**config.mk**
```make
export PLATFORM = sky130hd
export DESIGN_NAME = huffman_decoder_top
export DESIGN_NICKNAME = d
export VERILOG_FILES = /design/src/rtl/huffman_pkg.sv /design/src/rtl/huffman_code_lut.sv /design/src/rtl/huffman_decoder_top.sv
export SDC_FILE = /design/constraint.sdc
export NUM_CORES = 1
export LEC_CHECK = 0
export ABC_CLOCK_PERIOD_IN_PS = 8560
export BUFFER_PORTS_ARGS = -buffer_cell sky130_fd_sc_hd__clkbuf_2
export CAP_MARGIN = 20
export CORE_ASPECT_RATIO = 0.5
export CORE_MARGIN = 2
export CORE_UTILIZATION = 50
export DETAILED_ROUTE_END_ITERATION = 10
export GPL_TIMING_DRIVEN = 1
export PLACE_DENSITY_LB_ADDON = 0.1
export SYNTH_ARGS = -nofsm -noshare
export SYNTH_HDL_FRONTEND = slang
export SYNTH_SLANG_ARGS = --single-unit
```
**constraint.sdc**
```tcl
create_clock -name clk -period 8.56 [get_ports clk]
set_input_delay 2.14 -clock clk [delete_from_list [all_inputs] [get_ports clk]]
set_output_delay 2.14 -clock clk [all_outputs]
set_load 0.05 [all_outputs]
```
**src/rtl/huffman_pkg.sv**
```systemverilog
// Shared Huffman decoder definitions: codeword table and default sizes.
// Patterns are left-aligned in CODE_W bits (first transmitted bit in the MSB).
package huffman_pkg;

  localparam int MAX_CODE_DEF = 9;
  localparam int BUF_W_DEF    = 16;
  localparam int CODE_W       = 9;
  localparam int NUM_CODES    = 16;

  typedef struct packed {
    logic [CODE_W-1:0] pattern;
    logic [3:0]        len;
    logic signed [3:0] sym;
  } code_t;

  function automatic code_t mk(input logic [CODE_W-1:0] p, input int l, input int s);
    code_t c;
    c.pattern = p;
    c.len     = 4'(l);
    c.sym     = 4'(s);
    return c;
  endfunction

  function automatic code_t code_entry(input int idx);
    code_t c;
    case (idx)
      0:       c = mk(9'b0_0000_0000, 1,  0);
      1:       c = mk(9'b100_000000,  3,  1);
      2:       c = mk(9'b1100_00000,  4,  2);
      3:       c = mk(9'b1010_00000,  4, -3);
      4:       c = mk(9'b1101_00000,  4, -2);
      5:       c = mk(9'b1110_00000,  4, -1);
      6:       c = mk(9'b11110_0000,  5,  3);
      7:       c = mk(9'b10111_0000,  5, -4);
      8:       c = mk(9'b101101_000,  6, -5);
      9:       c = mk(9'b111111_000,  6,  4);
      10:      c = mk(9'b1011000_00,  7, -6);
      11:      c = mk(9'b1011001_00,  7,  6);
      12:      c = mk(9'b1111101_00,  7,  5);
      13:      c = mk(9'b11111000_0,  8, -7);
      14:      c = mk(9'b111110010,   9, -8);
      default: c = mk(9'b111110011,   9,  7);
    endcase
    return c;
  endfunction

endpackage

```
**src/rtl/huffman_code_lut.sv**
```systemverilog
// Combinational codeword match at the buffer head; a hit requires the
// whole codeword to be buffered, so partial codewords never match.
module huffman_code_lut
  import huffman_pkg::*;
#(
  parameter int MAX_CODE = MAX_CODE_DEF,
  parameter int CNT_W    = 5
) (
  input  logic [MAX_CODE-1:0] peek,
  input  logic [CNT_W-1:0]    count,
  output logic                hit,
  output logic [3:0]          length,
  output logic signed [3:0]   symbol
);

  logic [NUM_CODES-1:0] match;
  code_t                ent;

  for (genvar gi = 0; gi < NUM_CODES; gi++) begin : g_match
    localparam code_t ENT = code_entry(gi);
    localparam logic [MAX_CODE-1:0] PAT  = MAX_CODE'(ENT.pattern) << (MAX_CODE - CODE_W);
    localparam logic [MAX_CODE-1:0] MASK = ~({MAX_CODE{1'b1}} >> ENT.len);
    assign match[gi] = ((peek & MASK) == PAT) && (CNT_W'(ENT.len) <= count);
  end

  // Table is prefix-free, so at most one entry matches.
  always_comb begin
    hit    = 1'b0;
    length = '0;
    symbol = '0;
    ent    = '0;
    for (int i = 0; i < NUM_CODES; i++) begin
      if (match[i]) begin
        ent    = code_entry(i);
        hit    = 1'b1;
        length = ent.len;
        symbol = ent.sym;
      end
    end
  end

endmodule

```
**src/rtl/huffman_decoder_top.sv**
```systemverilog
// Streaming Huffman decoder: MSB-first bit buffer fed by 0..4-bit chunks,
// one symbol removed from the head per cycle.
module huffman_decoder_top
  import huffman_pkg::*;
#(
  parameter int MAX_CODE = MAX_CODE_DEF,
  parameter int BUF_W    = BUF_W_DEF
) (
  input  logic                clk,
  input  logic                reset,
  input  logic                svalid,
  input  logic [3:0]          in_bits,
  input  logic [2:0]          in_len,
  output logic                aready,
  output logic                tvalid,
  output logic signed [3:0]   decoded_symbol
);

  localparam int CNT_W = $clog2(BUF_W + 1);
  localparam logic [CNT_W-1:0] ACCEPT_MAX = CNT_W'(BUF_W - 4);

  // Buffer head is the MSB; bits at and below position count are always zero.
  logic [BUF_W-1:0]  bitbuf_reg, bitbuf_next, shifted, placed;
  logic [CNT_W-1:0]  count_reg, count_next, consumed, remaining, app_len;
  logic [3:0]        aligned;
  logic              hit;
  logic [3:0]        code_len;
  logic signed [3:0] code_sym;
  logic              tvalid_reg;
  logic signed [3:0] sym_reg;

  assign aready         = reset && (count_reg <= ACCEPT_MAX);
  assign tvalid         = tvalid_reg;
  assign decoded_symbol = sym_reg;

  huffman_code_lut #(
    .MAX_CODE (MAX_CODE),
    .CNT_W    (CNT_W)
  ) u_lut (
    .peek   (bitbuf_reg[BUF_W-1 -: MAX_CODE]),
    .count  (count_reg),
    .hit    (hit),
    .length (code_len),
    .symbol (code_sym)
  );

  always_comb begin
    consumed  = hit ? CNT_W'(code_len) : '0;
    shifted   = bitbuf_reg << consumed;
    remaining = count_reg - consumed;
    app_len   = '0;
    aligned   = '0;
    if (svalid && aready && (in_len != 3'd0) && (in_len <= 3'd4)) begin
      app_len = CNT_W'(in_len);
      aligned = in_bits << (3'd4 - in_len);
    end
    // New bits land directly behind whatever survives this cycle's removal.
    placed      = {aligned, {(BUF_W-4){1'b0}}} >> remaining;
    bitbuf_next = shifted | placed;
    count_next  = remaining + app_len;
  end

  always_ff @(posedge clk) begin
    if (!reset) begin
      bitbuf_reg <= '0;
      count_reg  <= '0;
      tvalid_reg <= 1'b0;
      sym_reg    <= '0;
    end else begin
      bitbuf_reg <= bitbuf_next;
      count_reg  <= count_next;
      tvalid_reg <= hit;
      if (hit) sym_reg <= code_sym;
    end
  end

endmodule

```
==> flow_summary.toml, run 1 <==
[run_status]
outcome = "completed"

[final_layout]
final_nets = 358
nFillCells = 488
multi_input_area_um2 = 1898
antennaDiodeCount = 0
syn_to_final_growth_pct = 6.062
seqCellArea_um2 = 520.5
drive_gt1_frac = 0.1194
final_cells = 405
largest_reg_flops = 16

[yosys]
synth_ff_type = "dfxtp_1"
synth_largest_area_cell = "dfxtp_1"
yosysMostFrequentCell = "dfxtp_1"
mappedNetlistArea_um2 = 2580
yosys-top-cells-count = "26 x dfxtp_1, 23 x a21oi_1, 21 x nor2_1"
yosysUniqueCellTypes = 72
yosys_warnings = 0
synthArstFlopShare = 0
seq_area_frac_synth = 0.2017
synth_area_leaders = "dfxtp_1 20%, ha_1 4.8%, a21oi_1 4.5%, nor2_1 3.1%, o211ai_1 2.9%"
synth-seq-cells = 26
avgSynthCellArea_um2 = 7.771
synth_edf_count = 0
synth_nets = 354
syn_inst = 332
synth_top_area_share = 0.2017

[die]
fp.coreArea_um2 = 4955
fp.dieH_um = 54.80
die_area_um2 = 5786
ioPinCount = 16
initial_utilization = 0.5207
die_w_um = 105.6
row_count = 18

[setup_path]
cp-end-kind = "primary output"
rr_endpoint = "count_reg[3]"
path_buf_inv = 3
crit_path_start_kind = "input port"
critPathArrivalTime_ns = 3.27
cp-endpoint = "aready"
cp_num_cells = 4
cp_max_fo = 12
rr_startpoint = "bitbuf_reg[13]"
critPathKind = "in -> out"
crit_required_ns = 6.42
path_delay_family = "buffers and inverters"
cp_slowest_cell = "nand3b_1"
max_stage_delay_ns = 0.33
cp-startpoint = "reset"
rrSetupSlack_ns = 3.39
cpMostUsedCell = "clkbuf_2"
path_cells = "clkbuf_2, nand3b_1, inv_1, clkbuf_2"
reg2reg_depth = 15

[global_routing]
grt_first_pass_wirelength_um = 13200
antenna_found_initial = 0
grt-ovfl-total = 0
grt_pass1_vias = 2534
grt_max_degree = 17
groute.usage.overall = 0.2986

[timing]
setup_viol = 0
period_share = 0.6320
setup-tns-final_ns = 0
clock.fmax_mhz = 184.8
clock-skew-final_ns = 0.01007
worst_pin_slew_ns = 1.046
hold_ws_ns = 0.4728
max_slew_margin = 0.2959
hold_viol_final = 0
fin_ws_ns = 3.150
slew_violations = 0
period_minus_slack_ns = 5.410
rsz0062_at_grt = "false"

[detailed_routing]
drc = 0
wl_per_cell_um = 20.01
vias = 2739
drt-total-wl_um = 8106
first_pass_iters = 5
drt_iter0_drc = 218
ant_nets = 0
routed_via_density = 6.763

[clock_tree]
numCtsBuffers = 3
ctsHoldBuffers = 0
cts.sinks = 26
tritoncts = "built"
insertion_delay_ns = 0.28
clk_pin_slew_ns = 0.09
htree_levels = 1
cts-root-buf = "clkbuf_8"
cts_resized = 0
cts_setup_buffers = 0
clockBufferDepth = 2

[power]
leakagePower_nw = 0.9692
seq_power_share = 0.225
clkPwrFrac = 0.133
comb_power_share = 0.642
p_switching_mw = 0.4175
power.internal_mw = 0.3691
p_sw_frac = 0.5308
cellPowerDensity_nw_per_um2 = 287.5
vdd_drop_max_mv = 0.2810

[place]
port_buffers = 15
dpl.cell_count = 401
hpwlAfterDp_um = 6250
dp_worst_setup_slack_ns = 3.204
gp_congestion = 0.9270

[run]
max_cap_viol_count = 0

[hold_path]
hold_class = "reg -> reg"
worst min-delay path by stage:
stage / startpoint / endpoint / slack [ns] / depth (start not counted)
CTS: decoded_symbol[3] / decoded_symbol[3] / 0.48 / 2
floorplan: bitbuf_reg[6] / bitbuf_reg[9] / 0.57 / 3
finish: decoded_symbol[3] / decoded_symbol[3] / 0.47 / 2
global route: decoded_symbol[3] / decoded_symbol[3] / 0.50 / 2
detailed placement: decoded_symbol[3] / decoded_symbol[3] / 0.46 / 2
global placement: decoded_symbol[3] / decoded_symbol[3] / 0.46 / 2
power by group through the flow:
stage | sequential [mW] | combinational (mW) | clock [mW]
6_report | 0.177 | 0.505 | 0.105
5_1_grt | 0.181 | 0.556 | 0.111
3_5_place_dp | 0.179 | 0.494 | 0
2_1_floorplan | 0.185 | 0.375 | 0
4_1_cts | 0.177 | 0.496 | 0.105
3_3_place_gp | 0.179 | 0.481 | 0
routing by layer:
layer | global-route usage | share of wire | vias to the layer above
li1 | - | - | 1291
met1 | 0.3976 | 0.47 | 1289
met2 | 0.5204 | 0.43 | 140
met3 | 0.04881 | 0.079 | 19
met4 | 0.07237 | 0.019 | 0
met5 | 0 | 0 | -
cells by family after synthesis:
| logic type | Yosys count | share of synthesized area |
|---|---|---|
| xor gates and xnor gates | 6 | 0.02037 |
| DFF | 26 | 0.2017 |
| adders and majority gates | 12 | 0.06402 |
| AOI/OAI and AO/OA | 129 | 0.3574 |
| buffers and inverters | 37 | 0.06256 |
| muxes | 12 | 0.05335 |
| and+or+nand+nor | 110 | 0.2405 |
cell usage in the layout, fill, tap and decap left out, types with 7 or more instances in the layout:
master | netlist | final
clkbuf_2 | 1 | 15
inv_1 | 17 | 17
a211oi_1 | 8 | 8
nor3_1 | 11 | 11
ha_1 | 10 | 10
a21oi_1 | 23 | 23
mux2i_1 | 7 | 7
o211ai_1 | 10 | 10
o22ai_1 | 8 | 8
nand3_1 | 9 | 9
dfxtp_1 | 26 | 26
a31oi_1 | 7 | 7
nor2_1 | 21 | 21
nand2_1 | 19 | 19
o21ai_0 | 13 | 13
worst reg2reg max path, cell delays in order (launching register included):
cell and delay, ns:
dfxtp_1 0.62, nand3_1 0.26, a211oi_1 0.61, o21bai_1 0.33
nor2_2 0.22, inv_2 0.25, ha_1 0.19, inv_1 0.06
fa_1 0.40, xnor2_1 0.74, clkinv_1 0.49, ha_1 0.44
a21oi_1 0.16, o31ai_1 0.10, xnor2_1 0.14, nor2_1 0.05
stage by stage:
step	instance area [µm²]	power [mW]	utilization
4_1_cts	2736	0.7775	0.5523
5_1_grt	2736	0.8486	0.5523
3_3_place_gp	2665	0.6601	0.5379
2_1_floorplan	2580	0.5605	-
6_report	2736	0.7866	0.5523
3_5_place_dp	2665	0.6730	0.5379
final cells by class:
cell class                 instances  share of cell area
sequential                        26              0.1902
clock inverter                     1             0.01097
tap                               70             0.03201
timing repair buffer              15             0.02743
multi-input combinational        269              0.6936
inverter                          21             0.03064
clock buffer                       3             0.01509
No activity file was read; power rests on OpenSTA's default activity.
==> run 2, diff against run 1 <==
Settings changed: ABC_AREA set to 1, ABC_CLOCK_PERIOD_IN_PS 8560 to 5300.
Clock period 8.56 ns to 5.3 ns, I/O delays scaled along.
==> flow_summary.toml, run 2 <==
[global_routing]
busiest_layer = "met2"
grt_use_met3 = 0.03600
use_met2 = 0.4063
grt_pass1_vias = 2611
grtUsageMet1 = 0.3824
grt-ovfl-total = 0
grt_first_pass_wirelength_um = 12670
antenna_found_initial = 0
groute.usage.overall = 0.2592
grt_max_degree = 21

[timing]
slew_violations = 0
setup-tns-final_ns = 0
period_minus_slack_ns = 3.778
period_share = 0.7129
clock.fmax_mhz = 264.7
worst_pin_slew_ns = 0.6656
clock-skew-final_ns = 0.007915
rsz0062_at_grt = "false"
setup_viol = 0
hold_viol_final = 0
max_slew_margin = 0.5548

[setup_path]
cp_max_fo = 19
cp-end-kind = "flip-flop"
cp-startpoint = "count_reg[2]"
rr_startpoint = "count_reg[2]"
path_cells = "inv_1, a31oi_1, nand2_1, nand3_4, ha_1, inv_1, fa_1, nand3_1, nand2_1, xor2_1, inv_1, nor2_1, nand4_1, nand2_1, nor2_1, nor2_1"
critPathArrivalTime_ns = 4.00
critPathKind = "reg -> reg"
crit_path_start_kind = "flip-flop"
crit_required_ns = 5.52
cp_slowest_cell = "dfxtp_1"
max_stage_delay_ns = 0.40

[final_layout]
antennaDiodeCount = 0
seqCellArea_um2 = 520.5
mostFrequentLayoutCell = "nand2_1"
syn_to_final_growth_pct = 4.980
final_util = 0.5649
final_nets = 480
largest_reg_flops = 16
nFillCells = 529
drive_gt1_frac = 0.1094
final_cell_mix = "110 x nand2_1, 91 x nand3_1, 51 x nor2_1"
multi_input_area_um2 = 1943

[clock_tree]
cts_setup_buffers = 0
ctsHoldBuffers = 0
tritoncts = "built"
cts.sinks = 26
cts_resized = 0
numCtsBuffers = 3
htree_levels = 1
insertion_delay_ns = 0.28
clk_pin_slew_ns = 0.10
cts-root-buf = "clkbuf_8"
clockBufferDepth = 2

[yosys]
synth_area_leaders = "dfxtp_1 19%, nand3_1 17%, nand2_1 15%, nor2_1 7.0%, nand4_1 6.9%"
synth_largest_area_cell = "dfxtp_1"
synth_edf_count = 0
synth-seq-cells = 26
yosysUniqueCellTypes = 35
synthArstFlopShare = 0
synth_top_area_share = 0.1900
synth_nets = 472
mappedNetlistArea_um2 = 2739
synth_ff_type = "dfxtp_1"
yosysMostFrequentCell = "nand2_1"
yosys-top-cells-count = "110 x nand2_1, 91 x nand3_1, 51 x nor2_1"
yosys_warnings = 0
avgSynthCellArea_um2 = 6.086
syn_inst = 450
seq_area_frac_synth = 0.1900

[power]
leakagePower_nw = 1.384
vdd_drop_max_mv = 0.3065
finalPower_mw = 1.667
cellPowerDensity_nw_per_um2 = 579.9

[die]
row_count = 18
die_w_um = 108.7
fp.dieH_um = 56.34
initial_utilization = 0.5381
die_area_um2 = 6122
fp.coreArea_um2 = 5090
ioPinCount = 16

[run_status]
outcome = "completed"

[hold_path]
min_from = "decoded_symbol[3]"
hold_class = "reg -> reg"

[run]
max_cap_viol_count = 0

[detailed_routing]
wl_per_cell_um = 14.40
drc = 0
drt_iter0_drc = 238
vias = 3031
ant_nets = 0
drt-total-wl_um = 7587
routed_via_density = 5.751
first_pass_iters = 5

[place]
port_buffers = 15
hpwlAfterDp_um = 5810
gp_congestion = 0.9245
## run 2: cell types whose count changed in the layout (fill, tap and decap cells not counted), sizes merged, moves of 12 or more
| cell | previous run | this run |
|---|---|---|
| nand2 | 19 | 118 |
| nand3 | 10 | 96 |
| nor2 | 23 | 58 |
| inv | 18 | 47 |
| nand4 | 3 | 30 |
| a21oi | 24 | 12 |
## run 2: path summary, 6_finish.rpt
path / to / slack [ns] / depth (start not counted)
worst min register to register: decoded_symbol[3] / 0.47 / 2
worst max-delay path: bitbuf_reg[14] / 1.52 / 16
worst min-delay path: decoded_symbol[3] / 0.47 / 2
worst max register to register: bitbuf_reg[14] / 1.52 / 16
## run 2: report_power, final
group | internal, mW | switching, mW | total, mW
Sequential | 0.255 | 0.0711 | 0.326
Clock | 0.0667 | 0.0717 | 0.138
Combinational | 0.367 | 0.836 | 1.20
Total | 0.689 | 0.979 | 1.67
## run 2: through the flow
| step | instance area (µm²) | instances | hold WS (ns) | worst slack, ns |
|---|---|---|---|---|
| after floorplan | 2739 | 450 | 0.5657 | 1.897 |
| after global placement | 2820 | 523 | 0.4535 | 1.541 |
| after detailed placement | 2820 | 523 | 0.4586 | 1.484 |
| after CTS | 2875 | 527 | 0.4733 | 1.574 |
| after global routing | 2875 | 527 | 0.4899 | 1.128 |
| final | 2875 | 527 | 0.4683 | 1.522 |
## run 2: cells by family (layout without fill, tap and decap cells)
kind of cell | count (synthesis) | count (layout) | share of synthesized area
flip-flops | 26 | 26 | 0.1900
AND/OR/NAND/NOR | 319 | 319 | 0.5829
buffers and inverters | 62 | 69 | 0.1005
AO/OA/AOI/OAI | 26 | 26 | 0.05025
XOR/XNOR | 5 | 5 | 0.01599
adder cells (fa/ha/maj) | 12 | 12 | 0.06030
## run 2: final cells by class
cell class	count	share of cell area
multi-input combinational	362	0.6758
timing repair buffer	16	0.02872
inverter	49	0.06484
sequential	26	0.1810
tap	70	0.03046
clock buffer	4	0.01915
## run 2: critical path: cells and delay by family (launching register included)
kind / cells / cell delay [ns]
XOR/XNOR: 1 / 0.29
AND/OR/NAND/NOR: 9 / 1.85
flip-flops: 1 / 0.40
buffers and inverters: 3 / 0.30
adder cells (fa/ha/maj): 2 / 0.59
AO/OA/AOI/OAI: 1 / 0.26
## run 2: layer usage
metal  share of wire  wire, µm
met2            0.43      3263
met1            0.49      3721
met3           0.071       537
met4          0.0086        65
met5               0         0
